`config.mk`:
```
export PLATFORM = sky130hd
export DESIGN_NAME = case_convert_buffer
export DESIGN_NICKNAME = d
export VERILOG_FILES = /design/src/rtl/uart_pkg.sv /design/src/rtl/sync_fifo.sv /design/src/rtl/case_convert_buffer.sv
export SDC_FILE = /design/constraint.sdc
export NUM_CORES = 1
export LEC_CHECK = 0
export BUFFER_PORTS_ARGS = -buffer_cell sky130_fd_sc_hd__buf_2
export CAP_MARGIN = 20
export CORE_UTILIZATION = 45
export CTS_BUF_LIST = sky130_fd_sc_hd__clkbuf_4 sky130_fd_sc_hd__clkbuf_8 sky130_fd_sc_hd__clkbuf_16
export DETAILED_ROUTE_END_ITERATION = 6
export MAX_ROUTING_LAYER = met4
export PLACE_DENSITY = 0.62
export SLEW_MARGIN = 40
export SYNTH_ARGS = -nofsm -noshare
export SYNTH_HDL_FRONTEND = slang
export SYNTH_SLANG_ARGS = --single-unit
```
`constraint.sdc`:
```
create_clock -name i_clk -period 3.05 [get_ports i_clk]
set_input_delay 0.305 -clock i_clk [delete_from_list [all_inputs] [get_ports i_clk]]
set_output_delay 0.305 -clock i_clk [all_outputs]
set_load 0.01 [all_outputs]
```
`src/rtl/uart_pkg.sv`:
```
// Shared UART-path definitions: case-mapping mode encodings, ASCII letter
// bounds and the byte case-mapping function used by several stages.
package uart_pkg;

  typedef enum logic [1:0] {
    MODE_PASS  = 2'b00,
    MODE_UPPER = 2'b01,
    MODE_LOWER = 2'b10,
    MODE_SWAP  = 2'b11
  } mode_e;

  localparam logic [7:0] ASCII_UC_A        = 8'h41;
  localparam logic [7:0] ASCII_UC_Z        = 8'h5A;
  localparam logic [7:0] ASCII_LC_A        = 8'h61;
  localparam logic [7:0] ASCII_LC_Z        = 8'h7A;
  localparam logic [7:0] ASCII_CASE_OFFSET = 8'h20;

  // Only the 26 ASCII letters in each case move; everything else is untouched.
  function automatic logic [7:0] case_map(input logic [7:0] b, input mode_e mode);
    logic       is_upper;
    logic       is_lower;
    logic [7:0] r;
    is_upper = (b >= ASCII_UC_A) && (b <= ASCII_UC_Z);
    is_lower = (b >= ASCII_LC_A) && (b <= ASCII_LC_Z);
    r        = b;
    case (mode)
      MODE_PASS:  r = b;
      MODE_UPPER: if (is_lower) r = b - ASCII_CASE_OFFSET; else r = b;
      MODE_LOWER: if (is_upper) r = b + ASCII_CASE_OFFSET; else r = b;
      MODE_SWAP: begin
        if (is_lower)      r = b - ASCII_CASE_OFFSET;
        else if (is_upper) r = b + ASCII_CASE_OFFSET;
        else               r = b;
      end
      default:    r = b;
    endcase
    return r;
  endfunction

endpackage

```
`src/rtl/sync_fifo.sv`:
```
// Single-clock FIFO with registered occupancy and full/empty flags.
// Callers must not push while full unless they pop in the same cycle.
module sync_fifo #(
  parameter int WIDTH = 8,
  parameter int DEPTH = 16
) (
  input  logic                     i_clk,
  input  logic                     i_rst,
  input  logic                     i_push,
  input  logic [WIDTH-1:0]         i_wdata,
  input  logic                     i_pop,
  output logic [WIDTH-1:0]         o_rdata,
  output logic [$clog2(DEPTH):0]   o_count,
  output logic                     o_empty,
  output logic                     o_full
);
  localparam int AW = $clog2(DEPTH);
  localparam int CW = AW + 1;

  logic [WIDTH-1:0] mem [DEPTH];
  logic [AW-1:0]    wr_ptr_q, wr_ptr_d;
  logic [AW-1:0]    rd_ptr_q, rd_ptr_d;
  logic [CW-1:0]    count_q, count_d;
  logic             empty_q, empty_d;
  logic             full_q, full_d;

  assign o_rdata = mem[rd_ptr_q];
  assign o_count = count_q;
  assign o_empty = empty_q;
  assign o_full  = full_q;

  // Storage write; when full with a concurrent pop, wr_ptr equals rd_ptr and
  // the head is read combinationally before this edge overwrites it.
  always_ff @(posedge i_clk) begin
    if (i_push) mem[wr_ptr_q] <= i_wdata;
  end

  // Pointer wrap is implicit because DEPTH is a power of two.
  always_comb begin
    wr_ptr_d = wr_ptr_q;
    rd_ptr_d = rd_ptr_q;
    count_d  = count_q;
    if (i_push) wr_ptr_d = wr_ptr_q + AW'(1); else wr_ptr_d = wr_ptr_q;
    if (i_pop)  rd_ptr_d = rd_ptr_q + AW'(1); else rd_ptr_d = rd_ptr_q;
    case ({i_push, i_pop})
      2'b10:   count_d = count_q + CW'(1);
      2'b01:   count_d = count_q - CW'(1);
      default: count_d = count_q;
    endcase
    empty_d = (count_d == CW'(0));
    full_d  = (count_d == CW'(DEPTH));
  end

  // Pointer, occupancy and flag registers.
  always_ff @(posedge i_clk or posedge i_rst) begin
    if (i_rst) begin
      wr_ptr_q <= AW'(0);
      rd_ptr_q <= AW'(0);
      count_q  <= CW'(0);
      empty_q  <= 1'b1;
      full_q   <= 1'b0;
    end else begin
      wr_ptr_q <= wr_ptr_d;
      rd_ptr_q <= rd_ptr_d;
      count_q  <= count_d;
      empty_q  <= empty_d;
      full_q   <= full_d;
    end
  end

endmodule

```
`src/rtl/case_convert_buffer.sv`:
```
// Buffers receiver byte strobes in a FIFO, case-maps the head as it is popped
// into the output register, and hands bytes to the transmitter via valid/ready.
module case_convert_buffer
  import uart_pkg::*;
#(
  parameter int DEPTH = 16
) (
  input  logic                    i_clk,
  input  logic                    i_rst,
  input  logic [7:0]              i_data,
  input  logic                    i_valid,
  input  logic [1:0]              i_mode,
  input  logic                    i_clr_overflow,
  output logic [7:0]              o_data,
  output logic                    o_valid,
  input  logic                    i_ready,
  output logic [$clog2(DEPTH):0]  o_count,
  output logic                    o_empty,
  output logic                    o_full,
  output logic                    o_overflow
);
  logic [7:0] head;
  logic       fifo_empty;
  logic       fifo_full;
  logic       pop;
  logic       push;
  logic       drop;
  logic [7:0] data_q, data_d;
  logic       valid_q, valid_d;
  logic       overflow_q, overflow_d;

  // A full FIFO still accepts a byte when the head leaves in the same cycle.
  assign pop  = ~fifo_empty & (~valid_q | i_ready);
  assign push = i_valid & (~fifo_full | pop);
  assign drop = i_valid & fifo_full & ~pop;

  sync_fifo #(
    .WIDTH (8),
    .DEPTH (DEPTH)
  ) u_fifo (
    .i_clk   (i_clk),
    .i_rst   (i_rst),
    .i_push  (push),
    .i_wdata (i_data),
    .i_pop   (pop),
    .o_rdata (head),
    .o_count (o_count),
    .o_empty (fifo_empty),
    .o_full  (fifo_full)
  );

  assign o_empty    = fifo_empty;
  assign o_full     = fifo_full;
  assign o_data     = data_q;
  assign o_valid    = valid_q;
  assign o_overflow = overflow_q;

  // Output register load/release and sticky overflow; a drop beats a clear.
  always_comb begin
    data_d     = data_q;
    valid_d    = valid_q;
    overflow_d = overflow_q;
    if (pop) begin
      data_d  = case_map(head, mode_e'(i_mode));
      valid_d = 1'b1;
    end else if (valid_q && i_ready) begin
      valid_d = 1'b0;
    end else begin
      valid_d = valid_q;
    end
    if (drop)                overflow_d = 1'b1;
    else if (i_clr_overflow) overflow_d = 1'b0;
    else                     overflow_d = overflow_q;
  end

  // Output and status registers.
  always_ff @(posedge i_clk or posedge i_rst) begin
    if (i_rst) begin
      data_q     <= 8'h00;
      valid_q    <= 1'b0;
      overflow_q <= 1'b0;
    end else begin
      data_q     <= data_d;
      valid_q    <= valid_d;
      overflow_q <= overflow_d;
    end
  end

endmodule
```
# Yosys cells after proc, flatten, opt, wreduce, memory -nomap -nowiden
# Memories as Yosys holds them, arrays and structs flattened.
# Index checks and enable logic that the tools add are counted.
# word_totals
reg_bits	25
ram_bits	128
out_inout_bits	17
elab_cells	53
n_memories	1
# op_classes
n_addsub	6
order_cmp	4
eq_ne	6
mux	11
bitwise	10
n_reduce_logical	7
# mem_list
name	depth	word_bits	read_ports	rd_clocked_by_memory_dff	write_ports	line	source
u_fifo.mem	16	8	1	0	1	sync_fifo.sv:20	logic [WIDTH-1:0] mem [DEPTH];
# ops
operator	count
8-bit case mux with 4 select lines	1
8-bit two-way mux	3
8-bit by 7-bit greater-or-equal comparator with 1-bit output, second input constant	2
8-bit by 7-bit <= comparator with 1-bit output, second input constant	2
5-bit case mux with 2 select lines	1
4-bit by 1-bit adder with 4-bit output, second input constant	2
8-bit by 6-bit adder with 8-bit output, second input constant	1
8-bit by 6-bit subtractor with 8-bit output, second input constant	1
2-bit == test, second input constant	3
1-bit two-way mux	6
5-bit by 1-bit adder with 5-bit output, second input constant	1
5-bit == test, second input constant	1
5-bit logical NOT	1
5-bit by 1-bit subtractor with 5-bit output, second input constant	1
1-bit AND	4
2-bit by 1-bit == test with 1-bit output, second input constant	2
1-bit NOT	4
2-bit nonzero test	2
1-bit logical AND	3
2-bit logical NOT	1
1-bit bitwise OR	2

# Logic depth before layout (Yosys ltp)
# Gate-level depths: netlist of the first run.
# logic_depth
ltp_word	8
ltp_mapped	16

# By module
# Synthesis of the first run repeated with hierarchy kept, for this count alone.
# unflattened
cells_unflattened	343
hier_area_um2	6459.9
# modules_own_cells
mod	instances	cells_each	area_per_inst_um2	seq_area_each_um2
sync_fifo	1	277	5888.1	4220.3
case_convert_buffer	1	66	571.8	250.2

# Worst setup path after synthesis of the first run
# No wires, ideal clock.
# synth_timing
path_kind	reg-to-reg
from	reg u_fifo.empty_q (netlist: u_fifo.o_empty)
to	reg u_fifo.full_q (netlist: u_fifo.o_full)
setup_time_ns	0.073
arrival_time_ns	2.920
t_required_ns	2.977
slack_ns	0.057
stages_incl_launch_ff	14
n_path_buf	1
path_cell_list	dfstp_2 > nand2b_1 > nand2_1 > and2_1 > clkbuf_1 > inv_1 > ha_1 > ha_1 > a21o_1 > a21oi_1 > xnor2_1 > mux2_2 > or4_1 > nor2b_1
# synth_between
elab_chain_cells	7
word_cells_on_any_way	8
cone_classes	eq/ne: 3; mux: 1; bitwise: 4
# synth_rtl
element	line	source
from (decl)	sync_fifo.sv:24	logic empty_q, empty_d;
from (signal assigned)	sync_fifo.sv:66	empty_q <= empty_d;
1-bit NOT *	case_convert_buffer.sv:33	assign pop = ~fifo_empty & (~valid_q | i_ready);
1-bit AND *	case_convert_buffer.sv:33	
1-bit bitwise OR	case_convert_buffer.sv:34	assign push = i_valid & (~fifo_full | pop);
1-bit AND	case_convert_buffer.sv:34	
2-bit by 1-bit == test with 1-bit output or 2-bit == test (tied branches)	sync_fifo.sv:45	case ({i_push, i_pop})
5-bit case mux with 2 select lines *	sync_fifo.sv:45	
via u_fifo.count_d[3]	sync_fifo.sv:23	logic [CW-1:0] count_q, count_d;
5-bit == test *	sync_fifo.sv:51	full_d = (count_d == CW'(DEPTH));
via u_fifo.full_d	sync_fifo.sv:25	logic full_q, full_d;
to (signal assigned)	sync_fifo.sv:67	full_q <= full_d;
to (decl)	sync_fifo.sv:25	
# Mark *: on every way through the listed nets, which the timed path passes. The rest lies on a longest branch.
# A chain may end at the register's enable or synchronous reset.

# Worst setup path in the final report of the first run
# Same ends and word-level chain as after synthesis.

==> flow_summary.ini, run 1 <==
[global_routing]
grt_start_max_net_pins = 26
grt_pass1_vias = 3583
antenna_found_initial = 0
overflow = 0
grt_use_total = 0.208
grt_pass1_wl_um = 20800

[hold_path]
hold_start = i_clr_overflow
worstHoldPathType = input port to flip-flop

[setup_path]
cp_cell_sequence = nand2b_1, nand2_1, and2_1, inv_1, ha_1, ha_1, a21o_1, a21oi_1, xnor2_1, mux2_2, or4_1, nor2b_1
cp-end-kind = flip-flop
required_ns = 3.41
max_stage_delay_ns = 0.54
cp-startpoint = u_fifo.o_empty$_DFF_PP1_
crit_arrival_ns = 3.23
cp_max_fo = 4
rrSetupSlack_ns = 0.18
worstSetupPathType = flip-flop to flip-flop
worstSetupStartpointType = flip-flop
slowest_stage = or4_1
crit_top_cell = ha_1
reg2reg_from = u_fifo.o_empty$_DFF_PP1_

[sta]
finalHoldViolCount = 0
tightest_slew_ns = 0.788
clock_skew_ns = 0.00560
maxSlewViolCount = 0
min_period_ns = 2.87
setup_tns_ns = 0
rsz0062_at_grt = false
relSlewSlack = 0.472
finalCritPeriodShare = 0.941
fmax_mhz = 348
setup_viol = 0

[layout]
area_growth_pct = 17.6
antenna_cells = 0
finalInstanceArea_um2 = 7520
drive_above_1_share = 0.262
fillers = 1118
finalNetCount = 476
fin_cells = 642

[power_and_ir_drop]
ir_worst_vdd_uv = 451
power.density_nw_per_um2 = 1010
p_leak_nw = 2.77

[yosys]
syn-cell-area_um2 = 6400
syn_inst = 387
syn_avg_cell_area_um2 = 16.5
seq_area_frac_synth = 0.699
synth-edff-count = 128
synthDistinctLibCells = 51
synthesis.nets = 414
async_reset_ff_frac = 0.163
ys_warn_count = 0
synth-seq-cells = 153
synthFlopType = edfxtp_1

[die]
fp.dieW_um = 121
die_area_um2 = 14700
rows = 43
die_h_um = 121
start_util = 0.461
io_pins = 32
core_area_um2 = 13900

[clock_network]
insertion_delay_ns = 0.42
cts_root_buffer = clkbuf_16
cts-resized-gates = 0
clockBufferDepth = 2
htree_num_levels = 4
cts_tree = yes
cts_setup_buffers = 0
numCtsBuffers = 17
clkSlewWorstSetupHoldPaths_ns = 0.06
clock_sinks = 153

[detailed_routing]
firstDrtPassIters = 4
wl_per_cell_um = 20.7
routed_wl_um = 13300
drt_iter0_markers = 315
routed-via-count = 3479
vias_per_cell = 5.42
antenna_left = 0
drc = 0

[place]
placed_cell_area_um2 = 6920
post-dp-hpwl_um = 9050
port_buffers = 31
gp_congestion = 0.842
dp_cells = 609

[flow_run]
drv_cap = 0

[status]
status = complete, no violations
## where the power goes
part	total, W	switching (W)	leakage [nW]	internal (W)
logic	0.00267	0.00148	1.04	0.00119
clock network	0.00210	0.000877	0.286	0.00122
registers	0.00284	0.000227	1.45	0.00261
total	0.00761	0.00259	2.77	0.00503
## worst max-delay path, delay by kind of cell (launching register included)
kind | cells | cell delay [ns]
simple gates | 5 | 1.01
flops | 1 | 0.53
fa+ha+maj | 2 | 0.47
compound gates | 2 | 0.36
mux | 1 | 0.26
xor+xnor | 1 | 0.08
buf+inv | 1 | 0.07
## synthesized netlist by cell type (6+ instances only)
master / number / area share
a221oi_1: 10 / 0.014
and2_1: 6 / 0.0059
clkbuf_1: 7 / 0.0041
dfrtp_1: 24 / 0.094
edfxtp_1: 128 / 0.60
ha_1: 11 / 0.022
inv_1: 18 / 0.011
mux2i_1: 26 / 0.041
mux4_2: 22 / 0.077
nand2_1: 26 / 0.015
nor2_1: 21 / 0.012
o21ai_0: 8 / 0.0063
xnor2_1: 9 / 0.012
## cells by family after synthesis
| family | after synthesis | synth area share |
|---|---|---|
| buffers and inverters | 36 | 0.0262 |
| AOI/OAI and AO/OA | 48 | 0.0559 |
| muxes | 51 | 0.123 |
| DFF | 153 | 0.699 |
| adders and majority gates | 12 | 0.0246 |
| xor gates and xnor gates | 11 | 0.0151 |
| and+or+nand+nor | 76 | 0.0559 |
## metrics by stage
stage | setup WS [ns] | util | power (W) | hold slack, ns
after detailed placement | 0.192 | 0.498 | 0.00557 | 0.402
after global placement | 0.249 | 0.498 | 0.00552 | 0.431
after floorplan | 0.0574 | - | 0.00469 | 0.332
after CTS | 0.178 | 0.542 | 0.00767 | 0.0697
after global routing | 0.00468 | 0.542 | 0.00808 | 0.0996
final | 0.180 | 0.542 | 0.00761 | 0.0750
## layout by cell type (no fill, tap or decap), types with 3 or more instances in the layout
cell       synthesis  final
edfxtp_1         128    128
buf_2              2     31
mux2i_1           26     26
nand2_1           26     26
buf_4              3     26
dfrtp_1           24     23
mux4_2            22     22
nor2_1            21     21
inv_1             18     17
clkbuf_16          0     17
ha_1              11     11
a221oi_1          10     10
xnor2_1            9      9
o21ai_0            8      8
and2_1             6      6
a22oi_1            4      4
nand3_1            4      4
a21oi_1            4      4
nor4_1             4      4
clkinv_4           0      4
mux2_2             3      3
nor2b_1            3      3
o21ai_1            3      3
a31oi_1            3      3
inv_6              0      3
## sequential cells by signal, indices dropped and copies added, names as in the netlist
signal / cells
u_fifo.o_count: 5
u_fifo.o_full: 1
u_fifo.o_empty: 1
o_overflow: 1
u_fifo.wr_ptr_q: 4
o_data: 8
u_fifo.rd_ptr_q: 4
o_valid: 1
u_fifo.mem: 128
## what timing repair did
item	CTS	global route
endpoints found under the setup margin	0	0
hold endpoints to repair	24	0
hold buffers	1	0
## path summary, 6_finish.rpt
kind / endpoint / cells after the start
setup reg to reg: u_fifo.o_full$_DFF_PP0_ / 12
min in group asynchronous: u_fifo.rd_ptr_q[3]$_DFFE_PP0P_ / 3
hold / removal: o_overflow$_DFFE_PP0P_ / 2
setup / recovery: u_fifo.o_full$_DFF_PP0_ / 12
hold reg to reg: o_valid$_DFFE_PP0P_ / 1
max in group asynchronous: u_fifo.rd_ptr_q[0]$_DFFE_PP0P_ / 3
## area by class of cell
class                      instances  area, um^2  share of cell area
sequential                       153        4470               0.595
multi-input combinational        198        1760               0.234
clock buffer                      17         425              0.0566
timing repair buffer              60         400              0.0532
tap                              180         225              0.0299
clock inverter                    15         168              0.0223
inverter                          19        71.3             0.00948
## layer usage
layer  global-route usage  share of wire  wire length [um]  up-vias
met2                0.311           0.47              6280      100
li1                     -              -                 -     1628
met4               0.0718          0.015               193        0
met3               0.0484          0.059               776       17
met1                0.281           0.45              6010     1734
met5                    -              0                 0        -
No activity file was read; power rests on OpenSTA's default activity.
==> run 2: changes to the inputs <==
PLACE_DENSITY = unset   (was 0.62)
PLACE_DENSITY_LB_ADDON = 0.15   (was unset)
==> run 2 against run 1 <==
Effect of this change: critical path depth unchanged; sequential share of layout area decreased by 0.33 points; fmax is 1.8% higher; critical endpoint unchanged; global-route usage down 0.34 points; combinational power up 4%; setup slack gained 0.051 ns; clock-buffer cell count unchanged; non-clock buffer count increased by 4; design area up 0.57%.
==> flow_summary.ini, run 2 (synthesis results as in run 1) <==
[die]
rows = 43
start_util = 0.461
fp.dieW_um = 121
core_area_um2 = 13900
die_h_um = 121
io_pins = 32
die_area_um2 = 14700

[layout]
final_cell_mix = 128 x edfxtp_1, 31 x buf_2, 29 x buf_4
antenna_cells = 0
fillers = 1115
register_area_um2 = 4470
largest_reg_flops = 128
top_register = u_fifo.mem
layout_commonest_cell = edfxtp_1
multi_input_area_um2 = 1770
finalNetCount = 480
drive_above_1_share = 0.271
fin_util = 0.545
area_growth_pct = 18.2

[detailed_routing]
firstDrtPassIters = 4
routed-via-count = 3554
vias_per_cell = 5.51
antenna_left = 0
drt_iter0_markers = 238
routed_wl_um = 13300
wl_per_cell_um = 20.6
drc = 0

[power_and_ir_drop]
p_leak_nw = 2.79
combPwrFrac = 0.361
power.density_nw_per_um2 = 1020
swShare = 0.334
internal_power_w = 0.00513
switching_power_w = 0.00257
clockPowerShare = 0.271
seqPwrFrac = 0.368
ir_worst_vdd_uv = 423

[global_routing]
antenna_found_initial = 0
overflow = 0
grt_pass1_wl_um = 20400
grt_use_total = 0.205
grt_pass1_vias = 3514
grt_start_max_net_pins = 26

[sta]
setup_viol = 0
clock_skew_ns = 0.00617
tightest_slew_ns = 0.572
relSlewSlack = 0.619
min_period_ns = 2.82
finalHoldViolCount = 0
maxSlewViolCount = 0
setup_tns_ns = 0
rsz0062_at_grt = false
finalCritPeriodShare = 0.924
fmax_mhz = 355

[clock_network]
clockBufferDepth = 2
cts_root_buffer = clkbuf_16
numCtsBuffers = 17
clock_sinks = 153
cts_tree = yes
htree_num_levels = 4
clkSlewWorstSetupHoldPaths_ns = 0.06
insertion_delay_ns = 0.42

[setup_path]
crit_arrival_ns = 3.17
cp_max_fo = 4
cp-end-kind = flip-flop
worstSetupPathType = flip-flop to flip-flop
worstSetupStartpointType = flip-flop
required_ns = 3.40

[place]
post-dp-hpwl_um = 9060
gp_congestion = 0.814
port_buffers = 31

[flow_run]
drv_cap = 0

[status]
status = complete, no violations

[hold_path]
worstHoldPathType = input port to flip-flop
run 2: metal layers:
layer  part of all wire  up-vias  global-route usage
li1                   -     1635                   -
met1               0.47     1794               0.277
met2               0.46      106               0.303
met3              0.052       19              0.0395
met4              0.020        0              0.0895
met5                  0        -                   -
run 2: final timing paths:
| path | startpoint | end | slack, ns | cells past startpoint |
|---|---|---|---|---|
| max | u_fifo.o_empty$_DFF_PP1_ | u_fifo.o_full$_DFF_PP0_ | 0.23 | 12 |
| min | i_clr_overflow | o_overflow$_DFFE_PP0P_ | 0.08 | 2 |
| max reg2reg | u_fifo.o_empty$_DFF_PP1_ | u_fifo.o_full$_DFF_PP0_ | 0.23 | 12 |
| min reg2reg | u_fifo.o_empty$_DFF_PP1_ | o_valid$_DFFE_PP0P_ | 0.45 | 1 |
| max in group asynchronous | i_rst | u_fifo.rd_ptr_q[0]$_DFFE_PP0P_ | 2.16 | 3 |
| min in group asynchronous | i_rst | u_fifo.o_count[4]$_DFF_PP0_ | 0.48 | 3 |
run 2: power by group through the flow:
stage / Combinational [W] / Clock [W] / Sequential (W)
2_1_floorplan: 0.00187 / 0 / 0.00281
3_3_place_gp: 0.00275 / 0 / 0.00287
3_5_place_dp: 0.00277 / 0 / 0.00288
4_1_cts: 0.00279 / 0.00212 / 0.00284
5_1_grt: 0.00306 / 0.00219 / 0.00287
6_report: 0.00278 / 0.00208 / 0.00284
run 2: metrics by stage:
stage               hold slack, ns  total power, W  cell area (um^2)  std cells  setup WS (ns)
global placement             0.428         0.00562              6960        613          0.280
detailed placement           0.395         0.00565              6960        613          0.231
floorplan                    0.332         0.00469              6400        387         0.0574
CTS                         0.0707         0.00775              7550        645          0.201
global route                0.0768         0.00812              7560        645         0.0231
finish                      0.0819         0.00771              7560        645          0.232
run 2: timing repair:
action                                 in CTS  in global routing
hold buffers                                1                  0
endpoints found under the hold margin      24                  0
setup endpoints to repair                   0                  3
buffers inserted                            0                  0
resized for setup                           0                  2
run 2: layout make-up:
type	instances	area share
clock buffer	17	0.0562
clock inverter	14	0.0208
sequential	153	0.591
multi-input combinational	198	0.234
inverter	19	0.00943
tap	180	0.0298
timing repair buffer	64	0.0586
run 2: worst max-delay path, cell delays in order (launching register included):
cell,delay (ns)
dfstp_2,0.53
nand2b_1,0.14
nand2_1,0.06
and2_1,0.16
inv_1,0.07
ha_2,0.21
ha_1,0.24
a21o_1,0.17
a21oi_1,0.17
xnor2_1,0.08
mux2_2,0.26
or4_1,0.53
nor2b_1,0.12
